[config.mk]
export PLATFORM = sky130hd
export DESIGN_NAME = sd_drive_arbiter_flat
export DESIGN_NICKNAME = d
export VERILOG_FILES = /design/src/rtl/sd_drive_arbiter_pkg.sv /design/src/rtl/sd_drive_arbiter_if.sv /design/src/rtl/sd_drive_arbiter_req_sync.sv /design/src/rtl/sd_drive_arbiter.sv /design/src/flat_wrapper.sv
export SDC_FILE = /design/constraint.sdc
export NUM_CORES = 1
export LEC_CHECK = 0
export ABC_AREA = 1
export CAP_MARGIN = 20
export CORE_MARGIN = 2
export CORE_UTILIZATION = 38
export CTS_BUF_LIST = sky130_fd_sc_hd__clkbuf_2 sky130_fd_sc_hd__clkbuf_4 sky130_fd_sc_hd__clkbuf_8
export DETAILED_ROUTE_END_ITERATION = 7
export MAX_ROUTING_LAYER = met4
export PLACE_DENSITY = 0.75
export SYNTH_ARGS = -nofsm -noshare
export SYNTH_HDL_FRONTEND = slang
export SYNTH_SLANG_ARGS = --single-unit
[constraint.sdc]
create_clock -name clk_sys -period 3.6 [get_ports clk_sys]
set_input_delay 0.54 -clock clk_sys [delete_from_list [all_inputs] [get_ports clk_sys]]
set_output_delay 0.54 -clock clk_sys [all_outputs]
set_load 0.1 [all_outputs]
[src/rtl/sd_drive_arbiter_pkg.sv]
// Shared types and widths for the SD drive arbiter slice.
package sd_drive_arbiter_pkg;

   localparam int LBA_W  = 32;
   localparam int BYTE_W = 8;

   typedef enum logic [1:0] {
      IDLE = 2'd0,
      REQ  = 2'd1,
      XFER = 2'd2,
      DONE = 2'd3
   } arb_state_t;

endpackage

[src/rtl/sd_drive_arbiter_if.sv]
// Host block-IO channel: the arbiter is the master issuing requests, the host IO port is the slave.
interface sd_drive_arbiter_if #(
   parameter int IDX_W = 1
) ();
   import sd_drive_arbiter_pkg::*;

   logic [LBA_W-1:0]  sd_lba;
   logic              sd_rd;
   logic              sd_wr;
   logic [IDX_W-1:0]  sd_drive;
   logic              sd_ack;
   logic              sd_ack_conf;
   logic [BYTE_W-1:0] sd_buff_din;

   modport master (
      output sd_lba, sd_rd, sd_wr, sd_drive, sd_buff_din,
      input  sd_ack, sd_ack_conf
   );

   modport slave (
      input  sd_lba, sd_rd, sd_wr, sd_drive, sd_buff_din,
      output sd_ack, sd_ack_conf
   );
endinterface

[src/rtl/sd_drive_arbiter_req_sync.sv]
// Two-flop synchroniser for one drive's {rd, wr} request levels.
module sd_drive_arbiter_req_sync (
   input  logic       clk_sys,
   input  logic       reset_n,
   input  logic [1:0] d,
   output logic [1:0] q
);
   logic [1:0] meta;

   // Bring the clk_spi request levels into clk_sys
   always_ff @(posedge clk_sys) begin
      if (!reset_n) begin
         meta <= '0;
         q    <= '0;
      end else begin
         meta <= d;
         q    <= meta;
      end
   end
endmodule

[src/rtl/sd_drive_arbiter.sv]
// Round-robin arbiter sharing the host block-IO channel among NUM_DRIVES sd_card clients.
module sd_drive_arbiter
   import sd_drive_arbiter_pkg::*;
#(
   parameter int NUM_DRIVES = 2,
   parameter int IDX_W      = 1
) (
   input  logic                         clk_sys,
   input  logic                         reset_n,
   input  logic [LBA_W*NUM_DRIVES-1:0]  drv_lba,
   input  logic [NUM_DRIVES-1:0]        drv_rd,
   input  logic [NUM_DRIVES-1:0]        drv_wr,
   output logic [NUM_DRIVES-1:0]        drv_ack,
   output logic [NUM_DRIVES-1:0]        drv_ack_conf,
   input  logic [BYTE_W*NUM_DRIVES-1:0] drv_buff_din,
   input  logic [IDX_W-1:0]             conf_drive,
   sd_drive_arbiter_if.master           host
);
   arb_state_t            state;
   logic [IDX_W-1:0]      rr_ptr;
   logic [IDX_W-1:0]      g;
   logic [IDX_W-1:0]      pick;
   logic [IDX_W-1:0]      nxt_ptr;
   logic [IDX_W:0]        scan;
   logic                  pick_valid;
   logic                  pick_rd;
   logic                  g_busy;
   logic [NUM_DRIVES-1:0] rq_rd;
   logic [NUM_DRIVES-1:0] rq_wr;
   logic [NUM_DRIVES-1:0] pending;
   logic [NUM_DRIVES-1:0] pick_hot;
   logic [NUM_DRIVES-1:0] g_hot;
   logic [LBA_W-1:0]      pick_lba;

   for (genvar i = 0; i < NUM_DRIVES; i++) begin : g_sync
      logic [1:0] rq_pair;
      sd_drive_arbiter_req_sync u_sync (
         .clk_sys (clk_sys),
         .reset_n (reset_n),
         .d       ({drv_rd[i], drv_wr[i]}),
         .q       (rq_pair)
      );
      assign rq_rd[i] = rq_pair[1];
      assign rq_wr[i] = rq_pair[0];
   end

   assign pending       = rq_rd | rq_wr;
   assign pick_rd       = |(rq_rd & pick_hot);
   assign g_busy        = |(pending & g_hot);
   assign nxt_ptr       = (g == IDX_W'(NUM_DRIVES - 1)) ? '0 : g + 1'b1;
   assign host.sd_drive = g;

   // First pending drive scanning upward from rr_ptr with wrap
   always_comb begin
      pick_valid = 1'b0;
      pick       = '0;
      scan       = '0;
      for (int unsigned k = 0; k < NUM_DRIVES; k++) begin
         scan = {1'b0, rr_ptr} + (IDX_W+1)'(k);
         if (scan >= (IDX_W+1)'(NUM_DRIVES)) scan = scan - (IDX_W+1)'(NUM_DRIVES);
         if (!pick_valid && pending[scan[IDX_W-1:0]]) begin
            pick_valid = 1'b1;
            pick       = scan[IDX_W-1:0];
         end
      end
   end

   // One-hot decodes of candidate/granted drive and the per-drive lba/data muxes
   always_comb begin
      pick_hot         = '0;
      g_hot            = '0;
      pick_lba         = '0;
      host.sd_buff_din = '0;
      for (int unsigned i = 0; i < NUM_DRIVES; i++) begin
         pick_hot[i] = (pick == IDX_W'(i));
         g_hot[i]    = (g == IDX_W'(i));
         if (pick == IDX_W'(i)) pick_lba = drv_lba[LBA_W*i +: LBA_W];
         if (g == IDX_W'(i)) host.sd_buff_din = drv_buff_din[BYTE_W*i +: BYTE_W];
      end
   end

   // Config-buffer ack steering, independent of the request FSM
   always_comb begin
      drv_ack_conf = '0;
      for (int unsigned i = 0; i < NUM_DRIVES; i++) begin
         drv_ack_conf[i] = host.sd_ack_conf && (conf_drive == IDX_W'(i));
      end
   end

   // Grant FSM with registered host request and per-drive ack outputs
   always_ff @(posedge clk_sys) begin
      if (!reset_n) begin
         state       <= IDLE;
         rr_ptr      <= '0;
         g           <= '0;
         host.sd_lba <= '0;
         host.sd_rd  <= 1'b0;
         host.sd_wr  <= 1'b0;
         drv_ack     <= '0;
      end else begin
         case (state)
            IDLE: begin
               drv_ack <= '0;
               if (!host.sd_ack && pick_valid) begin
                  g           <= pick;
                  host.sd_lba <= pick_lba;
                  host.sd_rd  <= pick_rd;
                  host.sd_wr  <= !pick_rd;
                  state       <= REQ;
               end
            end
            REQ: begin
               drv_ack <= '0;
               if (host.sd_ack) begin
                  host.sd_rd <= 1'b0;
                  host.sd_wr <= 1'b0;
                  drv_ack    <= g_hot;
                  state      <= XFER;
               end
            end
            XFER: begin
               if (!host.sd_ack) begin
                  drv_ack <= '0;
                  state   <= DONE;
               end else begin
                  drv_ack <= g_hot;
               end
            end
            DONE: begin
               drv_ack <= '0;
               // hold off until the granted drive's synchronised level has dropped
               if (!g_busy) begin
                  rr_ptr <= nxt_ptr;
                  state  <= IDLE;
               end
            end
            default: state <= IDLE;
         endcase
      end
   end
endmodule
[src/flat_wrapper.sv]
// flat-port wrapper written by rule: the top's interface ports become plain ports
module sd_drive_arbiter_flat import sd_drive_arbiter_pkg::*;
#(
   parameter int NUM_DRIVES = 2,
   parameter int IDX_W      = 1
)
  (clk_sys, reset_n, drv_lba, drv_rd, drv_wr, drv_ack, drv_ack_conf, drv_buff_din, conf_drive, host_sd_lba, host_sd_rd, host_sd_wr, host_sd_drive, host_sd_buff_din, host_sd_ack, host_sd_ack_conf);
  sd_drive_arbiter_if #(.IDX_W(IDX_W)) host_i ();
  input  logic clk_sys;
  input  logic reset_n;
  input  logic [LBA_W*NUM_DRIVES-1:0] drv_lba;
  input  logic [NUM_DRIVES-1:0] drv_rd;
  input  logic [NUM_DRIVES-1:0] drv_wr;
  output logic [NUM_DRIVES-1:0] drv_ack;
  output logic [NUM_DRIVES-1:0] drv_ack_conf;
  input  logic [BYTE_W*NUM_DRIVES-1:0] drv_buff_din;
  input  logic [IDX_W-1:0] conf_drive;
  output wire logic [$bits(host_i.sd_lba)-1:0] host_sd_lba;
  output wire logic [$bits(host_i.sd_rd)-1:0] host_sd_rd;
  output wire logic [$bits(host_i.sd_wr)-1:0] host_sd_wr;
  output wire logic [$bits(host_i.sd_drive)-1:0] host_sd_drive;
  output wire logic [$bits(host_i.sd_buff_din)-1:0] host_sd_buff_din;
  input wire logic [$bits(host_i.sd_ack)-1:0] host_sd_ack;
  input wire logic [$bits(host_i.sd_ack_conf)-1:0] host_sd_ack_conf;
  assign host_sd_lba = host_i.sd_lba;
  assign host_sd_rd = host_i.sd_rd;
  assign host_sd_wr = host_i.sd_wr;
  assign host_sd_drive = host_i.sd_drive;
  assign host_sd_buff_din = host_i.sd_buff_din;
  assign host_i.sd_ack = host_sd_ack;
  assign host_i.sd_ack_conf = host_sd_ack_conf;
  sd_drive_arbiter #(.NUM_DRIVES(NUM_DRIVES), .IDX_W(IDX_W)) u_core (.clk_sys(clk_sys), .reset_n(reset_n), .drv_lba(drv_lba), .drv_rd(drv_rd), .drv_wr(drv_wr), .drv_ack(drv_ack), .drv_ack_conf(drv_ack_conf), .drv_buff_din(drv_buff_din), .conf_drive(conf_drive), .host(host_i));
endmodule
Word level (Yosys, flattened, before mapping)
Cells that the tools add are included.
Widths: inputs -> output; s select.
{"block": "totals", "ff_bits": 48, "latchBits": 0, "ramBits": 0, "romBits": 0, "input_bits": 89, "out_inout_bits": 47, "n_memories": 0}
{"block": "op_classes", "addsub": 4, "n_mul": 0, "n_div": 0, "magnitude_cmp": 4, "eq_ne": 7, "n_shift": 0, "n_mux": 25, "bitwise_logic": 7, "reduce_logical": 17}
{"operator": "$mux 32", "n": 1}
{"operator": "$mux 1", "n": 14}
{"operator": "$mux 2", "n": 5}
{"operator": "$mux 8", "n": 1}
{"operator": "$pmux 2 s4", "n": 1}
{"operator": "$reduce_or 2->1", "n": 4}
{"operator": "$ne 2x2->1 const B", "n": 3}
{"operator": "$and 2x2->2", "n": 2}
{"operator": "$eq 2x2->1 const B", "n": 2}
{"operator": "$logic_and 1x1->1", "n": 4}
{"operator": "$lt 1x2->1 const B", "n": 2}
{"operator": "$not 1->1", "n": 4}
{"operator": "$pmux 1 s2", "n": 2}
{"operator": "$pmux 2 s2", "n": 1}
{"operator": "$reduce_and 2->1", "n": 2}
{"operator": "$reduce_and 4->1", "n": 1}
{"operator": "$logic_not 1->1", "n": 3}
{"operator": "$reduce_and 3->1", "n": 1}
{"operator": "$add 1x1->2 const B", "n": 1}
{"operator": "$eq 2x1->1 const B", "n": 1}
{"operator": "$ge 1x2->1 const B", "n": 1}
{"operator": "$ge 2x2->1 const B", "n": 1}
{"operator": "$logic_not 2->1", "n": 1}
{"operator": "$ne 2x1->1 const B", "n": 1}
{"operator": "other kinds (4)", "n": 5}

Depth between registers and ports, before layout
Gate-level depths: netlist of the first run.
{"block": "depth", "ltp_word": 14, "ltp_mapped": 9, "mapped_depth_nobuf": 9}

Cells and area by module
Synthesis of the first run repeated with hierarchy kept, for this count alone.
{"block": "hier_totals", "hier_cells": 362, "hier_area_um2": 2283.4}
{"mod": "sd_drive_arbiter", "instances": 1, "cells_each": 338, "area_per_inst_um2": 2063.2, "seq_area_each_um2": 800.8}
{"mod": "sd_drive_arbiter_req_sync", "instances": 2, "cells_each": 12, "area_per_inst_um2": 110.1, "seq_area_each_um2": 80.1}

Worst setup path after synthesis of the first run
OpenSTA, ideal clock, no wires.
{"block": "synth_path", "path_kind": "flip-flop to output port", "start": "register u_core.g (netlist: u_core.host.sd_drive)", "end": "output port host_sd_buff_din[0]", "t_arrival_ns": 1.971, "setup_slack_ns": 1.089, "path_stages_with_launch": 4, "n_path_buf": 1, "path_cell_list": "dfxtp_1 > buf_2 > nand2_1 > nand2_1"}
{"block": "synth_via", "elab_chain_cells": 1}
{"item": "start: declaration", "line_no": "sd_drive_arbiter.sv:21", "text": "logic [IDX_W-1:0] g;"}
{"item": "start signal: assignment", "line_no": "sd_drive_arbiter.sv:105", "text": "g <= pick;"}
{"item": "$mux 8", "line_no": "sd_drive_arbiter.sv:78", "text": "if (g == IDX_W'(i)) host.sd_buff_din = drv_buff_din[BYTE_W*i +: BYTE_W];"}
{"item": "end: declaration", "line_no": "flat_wrapper.sv:22", "text": "output wire logic [$bits(host_i.sd_buff_din)-1:0] host_sd_buff_din;"}
No other way between the ends.

Worst setup path in the final report of the first run
{"block": "layout_path", "start": "register u_core.g (netlist: u_core.host.sd_drive)", "end": "output port host_sd_drive"}
{"item": "end: declaration", "line_no": "flat_wrapper.sv:21", "text": "output wire logic [$bits(host_i.sd_drive)-1:0] host_sd_drive;"}
No word-level cell between the ends.

==> impl_metrics.csv, run 1 <==
group,metric,value,unit
routing,vias,2814,
critical_path,rr_worst_depth,6,
critical_path,cp_slowest_cell,"clkdlybuf4s50_1",
critical_path,worstSetupPathType,"flip-flop to output port",
synth,synth_area,0.002828,sq mm
routing,postRouteAntennaNets,0,
critical_path,worstPathCellList,"clkdlybuf4s50_1",
synth,synth_area_leaders,"dfxtp_1 34%, nand2_1 20%, inv_1 11%, nand3_2 11%, a21oi_2 9.3%",
layout,diodes,0,
critical_path,worstPathArrival,2.08,ns
clock_tree,root_buffer,"clkbuf_8",
placement,port-buffer-count,135,
sta,fin_setup_tns,0,ns
sta,min_period,2.615,ns
floorplanning,boundaryPins,136,
synth,synth_fp_nets,497,
synth,yosys_warnings,0,
clock_tree,cts_tree,"done",
layout,fill_cells,664,
critical_path,required,3.06,ns
grt,grtUsageTotal,18.49,%
grt,gr-total-overflow,0,
synth,synth_top_area_share,33.98,%
sta,tightest_slew,1.022,ns
flow_run,cap_violations,0,
routing,drtIter0Drc,93,
clock_tree,cts_hold_buf,0,
layout,drive_gt1_share,16.60,%
synth,synth-async-reset-ratio,0,%
synth,yosysMostFrequentCell,"nand2_1",
critical_path,cp_max_fo,12,
layout,fin_area,0.004262,sq mm
synth,synth-seq-area-share,33.98,%
worst_hold_path,min_to,"u_core.g_sync[0].u_sync.q[0]$_SDFF_PN0_",
sta,setup_ws,0.9850,ns
sta,rsz0062_at_grt,"no",
routing,drt_wl_total,7394,um
critical_path,r2r_slack,1.67,ns
critical_path,end_kind,"output port",
synth,syn_inst,403,
clock_tree,cts_made_buffers,5,
routing,avgViaCountPerCell,4.474,
sta,setup_viol,0,
clock_tree,htree_num_levels,2,
synth,synthDistinctLibCells,25,
grt,grt_pass1_vias,2715,
worst_hold_path,hold_path.class,"flip-flop to flip-flop",
synth,synth_edf_count,0,
floorplanning,core,0.007214,sq mm
critical_path,max_stage_delay,1.21,ns
placement,dpl_cell_area,0.004135,sq mm
layout,nNetsFinal,623,
sta,slew_violations,0,
grt,grt_pass1_wl,12230,um
clock_tree,clkSlewWorstSetupHoldPaths,0.09,ns
synth,synth-seq-cells,48,
critical_path,crit_path_start_kind,"flip-flop",
clock_tree,postCtsResizedCells,0,
grt,grt_max_degree,37,
critical_path,r2r-end,"u_core.host.sd_lba[31]$_SDFFE_PN0P_",
power,power.leakage,1.939,nW
critical_path,cp_num_buf_inv,1,
floorplanning,rows,31,
floorplanning,dieHeight,90.27,um
clock_tree,clk_latency,0.29,ns
synth,netlist_top_cells_count,"150 x nand2_1, 85 x inv_1, 48 x dfxtp_1",
floorplanning,die_w,90.27,um
layout,syn2layout_area_growth,50.71,%
sta,finalCritPeriodShare,72.64,%
routing,routedWlPerCell,11.76,um
outcome,status,"completed",
clock_tree,postCtsSetupBuffers,0,
grt,antenna_found_initial,0,
clock_tree,cts_sinks,48,
placement,gp_congestion,0.7989,
critical_path,crit_family,"buffers and inverters",
floorplanning,start_util,39.20,%
power,max-vdd-ir-drop,0.1869,mV
routing,post-route-drc-count,0,
clock_tree,clockBufferDepth,2,
sta,clock_skew,0.003578,ns
placement,dp.final_hpwl,5496,um
sta,relSlewSlack,31.63,%
worst_hold_path,min_path_cells,2,
floorplanning,die_area,0.008148,sq mm
synth,synth_top_area_cell,"dfxtp_1",
placement,dp_worst_setup_slack,1.227,ns
power,p_per_area,490.1,mW/mm^2
synth,ys.flop_type,"dfxtp_1",
critical_path,reg2reg_from,"u_core.state[0]$_SDFFE_PN0P_",
routing,firstDrtPassIters,4,
synth,syn-mean-instance-area,7.017,sq um
sta,max_freq,382.4,MHz
sta,hold_viol,0,
worst_hold_path,min-delay-start,"u_core.g_sync[0].u_sync.meta[0]$_SDFF_PN0_",
-- layout by cell type, fill, tap and decap left out --
cell and n:
nand2_2 2, inv_2 1, buf_4 12, inv_6 1
nand3_2 30, clkbuf_8 7, nand3_4 1, clkinv_1 1
nand4_1 2, ha_1 5, nand3_1 5, nand2_4 1
clkdlybuf4s50_1 125, nand2_1 150, dfxtp_1 48, inv_1 85
a21oi_2 30, nor2_1 11, nor2_2 1, bufinv_16 1
a21oi_1 7, o21ai_0 2, nand3b_1 1, inv_4 1
-- how the worst max path moves through the flow --
| stage | start | depth (start not counted) | to |
|---|---|---|---|
| 4_1_cts | u_core.host.sd_drive$_SDFFE_PN0P_ | 1 | host_sd_drive |
| 3_5_place_dp | host_sd_ack | 6 | u_core.host.sd_lba[28]$_SDFFE_PN0P_ |
| 5_1_grt | u_core.host.sd_drive$_SDFFE_PN0P_ | 1 | host_sd_drive |
| 3_3_place_gp | host_sd_ack | 6 | u_core.host.sd_lba[13]$_SDFFE_PN0P_ |
| 6_report | u_core.host.sd_drive$_SDFFE_PN0P_ | 1 | host_sd_drive |
| 2_1_floorplan | u_core.host.sd_drive$_SDFFE_PN0P_ | 3 | host_sd_buff_din[0] |
-- power breakdown --
| part | switching [mW] | internal, mW | leakage, nW |
|---|---|---|---|
| logic | 0.740 | 0.299 | 1.48 |
| clock network | 0.176 | 0.245 | 0.0645 |
| registers | 0.0370 | 0.591 | 0.392 |
| total | 0.953 | 1.14 | 1.94 |
-- registers in the layout, summed over array words and instances, names as in the netlist --
name / flops
u_core.drv_ack: 2
u_core.state: 2
u_core.host.sd_drive: 1
u_core.g_sync.u_sync.q: 4
u_core.g_sync.u_sync.meta: 4
u_core.host.sd_wr: 1
u_core.host.sd_lba: 32
u_core.host.sd_rd: 1
u_core.rr_ptr: 1
-- through the flow --
stage,instances,power (mW),util (%),hold slack [ns]
6_report,629,2.089,59.07,0.4225
5_1_grt,629,2.194,59.07,0.4444
4_1_cts,629,2.110,59.07,0.4292
3_5_place_dp,621,1.683,57.32,0.4065
3_3_place_gp,621,1.668,57.32,0.3990
2_1_floorplan,403,1.438,-,0.3905
-- cell families (layout without fill, tap and decap cells) --
family / after synthesis / after routing / synth area share, %
compound gates: 39 / 39 / 10.88
fa+ha+maj: 5 / 5 / 2.212
buf+inv: 107 / 234 / 17.65
flops: 48 / 48 / 33.98
simple gates: 204 / 204 / 35.27
-- routing by layer --
layer / track usage [%] / part of all wire (%) / vias up
met5: - / 0 / -
met4: 5.128 / 1.7 / 0
met3: 5.008 / 7.0 / 11
met2: 32.08 / 49 / 103
met1: 21.02 / 42 / 1260
li1: - / - / 1440
-- area by class of cell --
class	count	area (sq um)	area share (%)
multi-input combinational	248	1368	32.09
timing repair buffer	137	1341	31.47
sequential	48	960.9	22.55
inverter	89	341.6	8.015
tap	99	123.9	2.907
clock buffer	7	96.34	2.261
clock inverter	1	30.03	0.7046
Note: power is estimated with default switching activity, not from simulation.
==> inputs of run 2 (changes only) <==
--- a/config.mk
+++ b/config.mk
@@ -12,7 +12,7 @@
 export CTS_BUF_LIST = sky130_fd_sc_hd__clkbuf_2 sky130_fd_sc_hd__clkbuf_4 sky130_fd_sc_hd__clkbuf_8
 export DETAILED_ROUTE_END_ITERATION = 7
 export MAX_ROUTING_LAYER = met4
-export PLACE_DENSITY = 0.75
+export PLACE_DENSITY = 0.78
 export SYNTH_ARGS = -nofsm -noshare
 export SYNTH_HDL_FRONTEND = slang
 export SYNTH_SLANG_ARGS = --single-unit
==> constraint.sdc (replaced) <==
create_clock -name clk_sys -period 2.33 [get_ports clk_sys]
set_input_delay 0.3495 -clock clk_sys [delete_from_list [all_inputs] [get_ports clk_sys]]
set_output_delay 0.3495 -clock clk_sys [all_outputs]
set_load 0.1 [all_outputs]
==> run 2 against run 1 <==
Net effect: final area increased by 1.1%; utilization is 0.68 points higher; via count fell by 0.25%; critical path type is now flip-flop to flip-flop; clock skew rose by 0.0036 ns; clock power grew 46%; final cell count increased by 0.32%; worst hold slack worse by 0.0093 ns; critical path depth rose by 5; power up 56%; die area unchanged; sequential power increased by 54%.
==> impl_metrics.csv, run 2 (synthesis results as in run 1) <==
group,metric,value,unit
sta,relSlewSlack,73.34,%
critical_path,cp_max_fo,32,
critical_path,end_kind,"flip-flop",
sta,hold_viol,0,
layout,syn2layout_area_growth,52.43,%
clock_tree,postCtsSetupBuffers,0,
sta,fin_setup_tns,0,ns
clock_tree,cts_sinks,48,
power,finalPower,3.260,mW
floorplanning,start_util,39.20,%
critical_path,crit_path_start_kind,"flip-flop",
grt,gr-total-overflow,0,
placement,dpl_cell_area,0.004195,sq mm
power,p_per_area,756.3,mW/mm^2
sta,setup_ws,0.6413,ns
flow_run,cap_violations,0,
sta,min_period,1.689,ns
critical_path,r2r-end,"u_core.host.sd_lba[16]$_SDFFE_PN0P_",
floorplanning,die_area,0.008148,sq mm
outcome,status,"completed",
layout,fin_util,59.75,%
grt,grt_pass1_vias,2572,
critical_path,r2r_slack,0.64,ns
layout,fin_cells,631,
floorplanning,die_w,90.27,um
sta,slew_violations,0,
layout,drive_gt1_share,23.87,%
sta,finalHoldWorstSlack,0.4132,ns
routing,post-route-drc-count,0,
critical_path,required,2.57,ns
routing,avgViaCountPerCell,4.448,
worst_hold_path,hold_path.class,"flip-flop to flip-flop",
routing,firstDrtPassIters,4,
layout,largest_register,"u_core.host.sd_lba",
power,power.leakage,2.058,nW
grt,antenna_found_initial,0,
routing,routedWlPerCell,11.57,um
layout,final_cell_mix,"150 x nand2_1, 88 x clkdlybuf4s50_1, 85 x inv_1",
layout,fin_area,0.004310,sq mm
layout,layout.cells.most_common,"nand2_1",
clock_tree,clockBufferDepth,2,
placement,dp.final_hpwl,5625,um
floorplanning,core,0.007214,sq mm
sta,clock_skew,0.007210,ns
critical_path,cp-endpoint,"u_core.host.sd_lba[16]$_SDFFE_PN0P_",
routing,drtIter0Drc,94,
floorplanning,rows,31,
placement,gp_congestion,0.8280,
clock_tree,cts_tree,"done",
sta,finalCritPeriodShare,72.47,%
critical_path,worstSetupPathType,"flip-flop to flip-flop",
clock_tree,htree_num_levels,2,
placement,dp_worst_setup_slack,0.3845,ns
clock_tree,cts_hold_buf,0,
floorplanning,dieHeight,90.27,um
sta,rsz0062_at_grt,"no",
sta,max_freq,592.2,MHz
layout,diodes,0,
layout,fill_cells,662,
grt,grt_pass1_wl,12080,um
critical_path,worstPathArrival,1.93,ns
critical_path,reg2reg_from,"u_core.state[0]$_SDFFE_PN0P_",
routing,vias,2807,
sta,setup_viol,0,
clock_tree,root_buffer,"clkbuf_8",
critical_path,startpoint,"u_core.state[0]$_SDFFE_PN0P_",
placement,port-buffer-count,135,
grt,grtUsageTotal,18.31,%
layout,largest_register_ffs,32,
clock_tree,clkSlewWorstSetupHoldPaths,0.09,ns
power,max-vdd-ir-drop,0.3430,mV
layout,nNetsFinal,625,
floorplanning,boundaryPins,136,
clock_tree,clk_latency,0.30,ns
grt,grt_max_degree,36,
routing,postRouteAntennaNets,0,
clock_tree,cts_made_buffers,5,
layout,reg.largest.list,"u_core.host.sd_lba: 32 flops, u_core.g_sync.u_sync.meta: 4 flops, u_core.g_sync.u_sync.q: 4 flops",
critical_path,rr_worst_depth,6,
placement,dp_cells,623,
sta,tightest_slew,0.3999,ns
routing,drt_wl_total,7303,um
clock_tree,postCtsResizedCells,0,
[run 2: cell count changes in the layout (fill, tap and decap cells not counted), sizes merged]
cell	before	now
clkbuf	7	5
buf	12	51
clkinvlp	0	1
inv	88	89
clkdlybuf4s50	125	88
[run 2: cell type report]
class	count	area, sq um	area share [%]
timing repair buffer	139	1401	32.51
multi-input combinational	248	1368	31.73
sequential	48	960.9	22.29
inverter	89	341.6	7.925
tap	99	123.9	2.874
clock buffer	5	68.82	1.597
clock inverter	3	46.29	1.074
[run 2: how the worst min path moves through the flow]
stage / slack, ns / cells after the start / end / start
3_5_place_dp: 0.40 / 2 / u_core.g_sync[0].u_sync.q[1]$_SDFF_PN0_ / u_core.g_sync[0].u_sync.meta[1]$_SDFF_PN0_
4_1_cts: 0.42 / 2 / u_core.g_sync[1].u_sync.q[0]$_SDFF_PN0_ / u_core.g_sync[1].u_sync.meta[0]$_SDFF_PN0_
2_1_floorplan: 0.39 / 2 / u_core.g_sync[0].u_sync.q[0]$_SDFF_PN0_ / u_core.g_sync[0].u_sync.meta[0]$_SDFF_PN0_
3_3_place_gp: 0.40 / 2 / u_core.g_sync[1].u_sync.q[0]$_SDFF_PN0_ / u_core.g_sync[1].u_sync.meta[0]$_SDFF_PN0_
6_report: 0.41 / 2 / u_core.g_sync[1].u_sync.q[0]$_SDFF_PN0_ / u_core.g_sync[1].u_sync.meta[0]$_SDFF_PN0_
5_1_grt: 0.45 / 2 / u_core.g_sync[1].u_sync.q[0]$_SDFF_PN0_ / u_core.g_sync[1].u_sync.meta[0]$_SDFF_PN0_
[run 2: power by group]
| group | switching (mW) | total, mW | internal (mW) | leakage (nW) |
|---|---|---|---|---|
| Sequential | 0.0519 | 0.966 | 0.914 | 0.392 |
| Combinational | 1.17 | 1.68 | 0.511 | 1.61 |
| Clock | 0.291 | 0.614 | 0.323 | 0.0548 |
[run 2: critical path, stage by stage (launching register included)]
cell	delay, ns
dfxtp_1	0.34
inv_1	0.12
ha_1	0.25
nand3_4	0.25
inv_6	0.38
nand3_1	0.13
a21oi_1	0.14
[run 2: metal layers]
| layer | vias up | global-route usage [%] | part of all wire [%] | wire length (um) |
|---|---|---|---|---|
| li1 | 1445 | - | - | - |
| met1 | 1248 | 21.61 | 42 | 3078 |
| met2 | 108 | 30.95 | 50 | 3634 |
| met3 | 6 | 5.342 | 7.3 | 533 |
| met4 | 0 | 4.231 | 0.78 | 57 |
| met5 | - | - | 0 | 0 |
